### src/rtl/uart_rx_if.sv
// Interface for the UART receiver: serial line and frame configuration in, received word and status out.
interface uart_rx_if #(
  parameter int DATA_WIDTH = 8
);
  logic                  rx_in;
  logic [5:0]            prescale;
  logic                  par_en;
  logic                  par_typ;
  logic [DATA_WIDTH-1:0] p_data;
  logic                  data_valid;
  logic                  par_err;
  logic                  stop_err;

  modport master (
    output rx_in, prescale, par_en, par_typ,
    input  p_data, data_valid, par_err, stop_err
  );

  modport slave (
    input  rx_in, prescale, par_en, par_typ,
    output p_data, data_valid, par_err, stop_err
  );
endinterface

### src/rtl/uart_rx.sv
// UART receiver: 2-flop synchronizer, oversampled 3-sample majority voting, optional parity,
// registered word / valid pulse / error flags.
module uart_rx #(
  parameter int DATA_WIDTH = 8
) (
  input  logic     clk,
  input  logic     rst,
  uart_rx_if.slave bus
);

  localparam int BW = $clog2(DATA_WIDTH + 1);
  localparam logic [BW-1:0] LAST_BIT = BW'(DATA_WIDTH - 1);

  typedef enum logic [2:0] {
    IDLE   = 3'd0,
    START  = 3'd1,
    DATA   = 3'd2,
    PARITY = 3'd3,
    STOP   = 3'd4
  } state_t;

  state_t                r_state;
  state_t                w_next;
  logic                  r_sync1;
  logic                  r_sync2;
  logic                  r_rx_prev;
  logic [5:0]            r_p;
  logic                  r_par_en;
  logic                  r_par_typ;
  logic [5:0]            r_edge_cnt;
  logic [BW-1:0]         r_bit_cnt;
  logic                  r_s0;
  logic                  r_s1;
  logic [DATA_WIDTH-1:0] r_shift;
  logic                  r_par_bad;
  logic [DATA_WIDTH-1:0] r_p_data;
  logic                  r_data_valid;
  logic                  r_par_err;
  logic                  r_stop_err;

  logic       w_rx_s;
  logic       w_start;
  logic [5:0] w_p_dec;
  logic [5:0] w_half;
  logic       w_wrap;
  logic       w_decide;
  logic       w_maj;

  assign w_rx_s   = r_sync2;
  // a start needs a real 1->0 edge, so a stuck-low line cannot retrigger
  assign w_start  = (r_state == IDLE) && !w_rx_s && r_rx_prev;
  assign w_p_dec  = (bus.prescale == 6'd16) ? 6'd16 :
                    (bus.prescale == 6'd32) ? 6'd32 : 6'd8;
  assign w_half   = {1'b0, r_p[5:1]};
  assign w_wrap   = (r_edge_cnt == (r_p - 6'd1));
  assign w_decide = (r_edge_cnt == w_half);
  assign w_maj    = (r_s0 & r_s1) | (r_s0 & w_rx_s) | (r_s1 & w_rx_s);

  // synchronizer and previous-value flop for edge detection
  always_ff @(posedge clk or negedge rst) begin
    if (!rst) begin
      r_sync1   <= 1'b1;
      r_sync2   <= 1'b1;
      r_rx_prev <= 1'b1;
    end else begin
      r_sync1   <= bus.rx_in;
      r_sync2   <= r_sync1;
      r_rx_prev <= r_sync2;
    end
  end

  // FSM state register
  always_ff @(posedge clk or negedge rst) begin
    if (!rst) r_state <= IDLE;
    else      r_state <= w_next;
  end

  // FSM next-state logic
  always_comb begin
    w_next = r_state;
    case (r_state)
      IDLE:   if (w_start) w_next = START; else w_next = IDLE;
      START: begin
        if (w_decide && w_maj) w_next = IDLE;
        else if (w_wrap)       w_next = DATA;
        else                   w_next = START;
      end
      DATA: begin
        if (w_wrap && (r_bit_cnt == LAST_BIT)) w_next = r_par_en ? PARITY : STOP;
        else                                   w_next = DATA;
      end
      PARITY: if (w_wrap) w_next = STOP; else w_next = PARITY;
      // leave at mid-stop to give margin for back-to-back frames
      STOP:   if (w_decide) w_next = IDLE; else w_next = STOP;
      default: w_next = IDLE;
    endcase
  end

  // frame configuration, counters, sampling and shift register
  always_ff @(posedge clk or negedge rst) begin
    if (!rst) begin
      r_p        <= 6'd8;
      r_par_en   <= 1'b0;
      r_par_typ  <= 1'b0;
      r_edge_cnt <= 6'd0;
      r_bit_cnt  <= '0;
      r_s0       <= 1'b1;
      r_s1       <= 1'b1;
      r_shift    <= '0;
      r_par_bad  <= 1'b0;
    end else begin
      if (w_start) begin
        r_p       <= w_p_dec;
        r_par_en  <= bus.par_en;
        r_par_typ <= bus.par_typ;
      end
      // the detect cycle itself is edge 0 of the start bit
      if (r_state == IDLE)     r_edge_cnt <= w_start ? 6'd1 : 6'd0;
      else if (w_next == IDLE) r_edge_cnt <= 6'd0;
      else if (w_wrap)         r_edge_cnt <= 6'd0;
      else                     r_edge_cnt <= r_edge_cnt + 6'd1;
      if (r_state != DATA) r_bit_cnt <= '0;
      else if (w_wrap)     r_bit_cnt <= (r_bit_cnt == LAST_BIT) ? '0 : r_bit_cnt + {{(BW-1){1'b0}}, 1'b1};
      if (r_state != IDLE) begin
        if (r_edge_cnt == (w_half - 6'd2)) r_s0 <= w_rx_s;
        if (r_edge_cnt == (w_half - 6'd1)) r_s1 <= w_rx_s;
      end
      if ((r_state == DATA) && w_decide) r_shift <= {w_maj, r_shift[DATA_WIDTH-1:1]};
      if (w_start) r_par_bad <= 1'b0;
      else if ((r_state == PARITY) && w_decide) r_par_bad <= ((^r_shift) ^ r_par_typ) != w_maj;
    end
  end

  // registered outputs, updated the cycle after the stop decision
  always_ff @(posedge clk or negedge rst) begin
    if (!rst) begin
      r_p_data     <= '0;
      r_data_valid <= 1'b0;
      r_par_err    <= 1'b0;
      r_stop_err   <= 1'b0;
    end else begin
      r_data_valid <= 1'b0;
      if (w_start) begin
        r_par_err  <= 1'b0;
        r_stop_err <= 1'b0;
      end
      if ((r_state == STOP) && w_decide) begin
        r_stop_err <= ~w_maj;
        r_par_err  <= r_par_bad;
        if (w_maj && !r_par_bad) begin
          r_p_data     <= r_shift;
          r_data_valid <= 1'b1;
        end
      end
    end
  end

  assign bus.p_data     = r_p_data;
  assign bus.data_valid = r_data_valid;
  assign bus.par_err    = r_par_err;
  assign bus.stop_err   = r_stop_err;

endmodule

### src/flat_wrapper.sv
// flat-port wrapper written by rule: the top's interface ports become plain ports
module uart_rx_flat 
#(
  parameter int DATA_WIDTH = 8
)
  (clk, rst, bus_rx_in, bus_prescale, bus_par_en, bus_par_typ, bus_p_data, bus_data_valid, bus_par_err, bus_stop_err);
  uart_rx_if #(.DATA_WIDTH(DATA_WIDTH)) bus_i ();
  input  logic clk;
  input  logic rst;
  input wire logic [$bits(bus_i.rx_in)-1:0] bus_rx_in;
  input wire logic [$bits(bus_i.prescale)-1:0] bus_prescale;
  input wire logic [$bits(bus_i.par_en)-1:0] bus_par_en;
  input wire logic [$bits(bus_i.par_typ)-1:0] bus_par_typ;
  output wire logic [$bits(bus_i.p_data)-1:0] bus_p_data;
  output wire logic [$bits(bus_i.data_valid)-1:0] bus_data_valid;
  output wire logic [$bits(bus_i.par_err)-1:0] bus_par_err;
  output wire logic [$bits(bus_i.stop_err)-1:0] bus_stop_err;
  assign bus_i.rx_in = bus_rx_in;
  assign bus_i.prescale = bus_prescale;
  assign bus_i.par_en = bus_par_en;
  assign bus_i.par_typ = bus_par_typ;
  assign bus_p_data = bus_i.p_data;
  assign bus_data_valid = bus_i.data_valid;
  assign bus_par_err = bus_i.par_err;
  assign bus_stop_err = bus_i.stop_err;
  uart_rx #(.DATA_WIDTH(DATA_WIDTH)) u_core (.clk(clk), .rst(rst), .bus(bus_i));
endmodule
### config.mk
export PLATFORM = sky130hd
export DESIGN_NAME = uart_rx_flat
export DESIGN_NICKNAME = d
export VERILOG_FILES = /design/src/rtl/uart_rx_if.sv /design/src/rtl/uart_rx.sv /design/src/flat_wrapper.sv
export SDC_FILE = /design/constraint.sdc
export NUM_CORES = 1
export LEC_CHECK = 0
export BUFFER_PORTS_ARGS = -buffer_cell sky130_fd_sc_hd__buf_2
export CORE_MARGIN = 3
export CORE_UTILIZATION = 40
export DETAILED_ROUTE_END_ITERATION = 6
export PLACE_DENSITY = 0.63
export SLEW_MARGIN = 20
export SYNTH_ARGS = -nofsm -noshare
export SYNTH_HDL_FRONTEND = slang
export SYNTH_SLANG_ARGS = --single-unit
### constraint.sdc
create_clock -name clk -period 2.29 [get_ports clk]
set_input_delay 0.687 -clock clk [delete_from_list [all_inputs] [get_ports clk]]
set_output_delay 0.687 -clock clk [all_outputs]
set_load 0.02 [all_outputs]
==> impl_metrics.env <==
export IMPL_status="completed"
export IMPL_fmax_mhz=480
export IMPL_power_leakage_uw=0.00117
export IMPL_synth_common_cells="37 x dfrtp_1, 15 x nor2_1, 14 x nand2_1, 13 x xnor2_1"
export IMPL_insertion_delay_ns=0.29
export IMPL_post_route_min_period_ns=2.09
export IMPL_drc=0
export IMPL_synth_seq_cells=43
export IMPL_seq_area_frac_synth_pct=50.6
export IMPL_ys_flop_type="dfrtp_1"
export IMPL_clkSinkCount=43
export IMPL_postCtsSetupRepairBufs=0
export IMPL_synth_edf_count=0
export IMPL_tns_ns=0
export IMPL_wirelength_um=3680
export IMPL_rsz0062_at_grt="no"
export IMPL_synth_warnings=0
export IMPL_final_layout_size_suffix_gt1_share_pct=28.8
export IMPL_wl_per_cell_um=13.0
export IMPL_hold_violations=0
export IMPL_grt_overflow_total=0
export IMPL_cts_buffer_depth=2
export IMPL_grt_pass1_vias=1324
export IMPL_cp_slowest_cell="dfstp_2"
export IMPL_min_period_over_period_pct=91.1
export IMPL_syn_cell_area_um2=2140
export IMPL_chipWidth_um=79.2
export IMPL_cap_violations=0
export IMPL_required_ns=2.51
export IMPL_cp_max_fo=4
export IMPL_worstHoldPathType="in -> async"
export IMPL_hpwl_um=2710
export IMPL_rows=26
export IMPL_max_stage_delay_ns=0.58
export IMPL_fillers=507
export IMPL_slew_headroom_pct=68.6
export IMPL_io_buffers=21
export IMPL_synth_most_common_cell="dfrtp_1"
export IMPL_peakVddDrop_mv=0.310
export IMPL_setup_viol=0
export IMPL_async_reset_ff_share_pct=100
export IMPL_core_area_um2=5140
export IMPL_cts_repair_resize_count=0
export IMPL_path_cells="inv_1 -> ha_1 -> xnor3_1 -> nand4_1 -> or4_1 -> a21oi_1"
export IMPL_num_nets_final=227
export IMPL_detailedRoute_firstIterationViolations=52
export IMPL_tightestPinTransition_ns=0.470
export IMPL_initial_core_util_pct=41.7
export IMPL_place_gp_congestion=0.809
export IMPL_regToRegSetupSlack_ns=0.20
export IMPL_antenna_cells=0
export IMPL_syn_area_per_cell_um2=11.6
export IMPL_grt_max_degree=25
export IMPL_grt_pass1_wl_um=6470
export IMPL_rr_endpoint="u_core.r_bit_cnt[3]"
export IMPL_start_kind="flip-flop"
export IMPL_num_io_pins=22
export IMPL_clkSlewWorstSetupHoldPaths_ns=0.08
export IMPL_area_growth_synth_to_final_pct=13.8
export IMPL_synthCells=184
export IMPL_drv_slew=0
export IMPL_rr_worst_depth=6
export IMPL_root_buffer="clkbuf_8"
export IMPL_cellPowerDensity_nw_per_um2=863
export IMPL_reg2reg_from="u_core.r_p[3]"
export IMPL_finClkSkew_ns=0.00787
export IMPL_chipHeight_um=79.2
export IMPL_yosys_area_top_type_share_pct=43.2
export IMPL_yosysUniqueCellTypes=41
export IMPL_track_usage_pct=13.3
export IMPL_vias_per_cell=4.87
export IMPL_die_area_um2=6270
export IMPL_crit_type="reg -> reg"
export IMPL_synth_nets=200
export IMPL_power_uw=2110
export IMPL_cts_buffers_inserted=5
export IMPL_cts_tree="done"
export IMPL_ant_nets=0
export IMPL_synth_area_leaders="dfrtp_1 43%, dfstp_2 7.4%, mux2_4 5.6%"
export IMPL_antenna_found_initial=0
export IMPL_holdBufCountCts=0
export IMPL_critPathCaptureType="flip-flop"
export IMPL_drtPass1Iterations=4
export IMPL_synth_area_leader_cell="dfrtp_1"
export IMPL_critPathArrivalTime_ns=2.31
export IMPL_via_count=1374
export IMPL_h_tree_depth=2
==> flip-flops by register name, summed over array words and instances, names as in the netlist, 3 cells and up <==
signal / flops
u_core.r_bit_cnt: 4
u_core.r_edge_cnt: 6
u_core.r_state: 3
u_core.r_p: 3
u_core.bus.p_data: 8
u_core.r_shift: 8
==> cells by family (layout without fill, tap and decap cells) <==
| group | Yosys count | after routing | share of synthesized area [%] |
|---|---|---|---|
| buf+inv | 16 | 44 | 3.79 |
| compound gates | 19 | 19 | 5.60 |
| xor+xnor | 24 | 24 | 11.4 |
| flops | 43 | 43 | 50.6 |
| fa+ha+maj | 6 | 6 | 3.39 |
| mux | 19 | 19 | 11.3 |
| simple gates | 57 | 57 | 13.9 |
==> critical path: cells and delay by family, from the launching register on <==
| family | cells | cell delay [ns] |
|---|---|---|
| AO/OA/AOI/OAI | 1 | 0.14 |
| AND/OR/NAND/NOR | 2 | 0.64 |
| buffers and inverters | 1 | 0.07 |
| adder cells (fa/ha/maj) | 1 | 0.22 |
| flip-flops | 1 | 0.58 |
| XOR/XNOR | 1 | 0.37 |
==> metal layers <==
metal / wire (um) / up-vias / GRT usage (%) / share of wire (%)
met5: 0 / - / 0 / 0
met4: 67 / 0 / 5.67 / 1.8
met3: 147 / 7 / 3.06 / 4.0
met2: 1560 / 28 / 19.5 / 42
met1: 1900 / 662 / 18.9 / 52
li1: - / 677 / - / -
==> stage by stage <==
| step | cells | area (um2) | setup slack [ns] | utilization (%) | hold slack (ns) |
|---|---|---|---|---|---|
| 2_1_floorplan | 184 | 2140 | 0.254 | - | 0.345 |
| 3_3_place_gp | 274 | 2350 | 0.192 | 45.8 | 0.347 |
| 3_5_place_dp | 274 | 2350 | 0.186 | 45.8 | 0.349 |
| 4_1_cts | 282 | 2440 | 0.169 | 47.5 | 0.344 |
| 5_1_grt | 282 | 2440 | 0.0257 | 47.5 | 0.364 |
| 6_report | 282 | 2440 | 0.205 | 47.5 | 0.334 |
==> where the power goes <==
part / leakage (uW) / switching [uW] / internal (uW)
clock: 0.0000412 / 258 / 213
sequential: 0.000565 / 123 / 891
combinational: 0.000561 / 321 / 299
total: 0.00117 / 702 / 1400
==> worst max path at each step <==
stage,from,to,slack [ns],cells past startpoint
after CTS,u_core.r_p[3],u_core.r_bit_cnt[3],0.17,6
after detailed placement,u_core.r_p[3],u_core.r_bit_cnt[3],0.19,6
after floorplan,u_core.r_edge_cnt[0],u_core.bus.p_data[0],0.25,7
after global routing,u_core.r_p[3],u_core.r_bit_cnt[3],0.03,6
final,u_core.r_p[3],u_core.r_bit_cnt[3],0.20,6
after global placement,u_core.r_p[3],u_core.r_bit_cnt[3],0.19,6
==> cell usage in the layout (no fill, tap or decap), types with 2 or more instances in the layout <==
cell and n:
xor2_1 8, clkbuf_8 5, xnor2_1 13, dfstp_2 6, nor3_1 6, xnor3_1 2, nand3_1 7, dfrtp_1 37
mux2_4 8, buf_12 2, nor2b_1 3, or4_1 3, ha_1 5, o21ai_0 6, nor2_1 15, buf_2 21
mux2_2 10, nand2_1 14, inv_1 10, a21oi_1 5, buf_4 3
==> cell type report <==
cell class / count / area [um2] / share of cell area (%)
repair buffers: 26 / 168 / 6.87
well taps: 70 / 87.6 / 3.59
flip-flops and latches: 43 / 1080 / 44.4
clock inverters: 2 / 12.5 / 0.513
inverters: 10 / 37.5 / 1.54
clock buffers: 6 / 72.6 / 2.97
multi-input cells: 125 / 978 / 40.1
(Power assumes the default switching activity.)
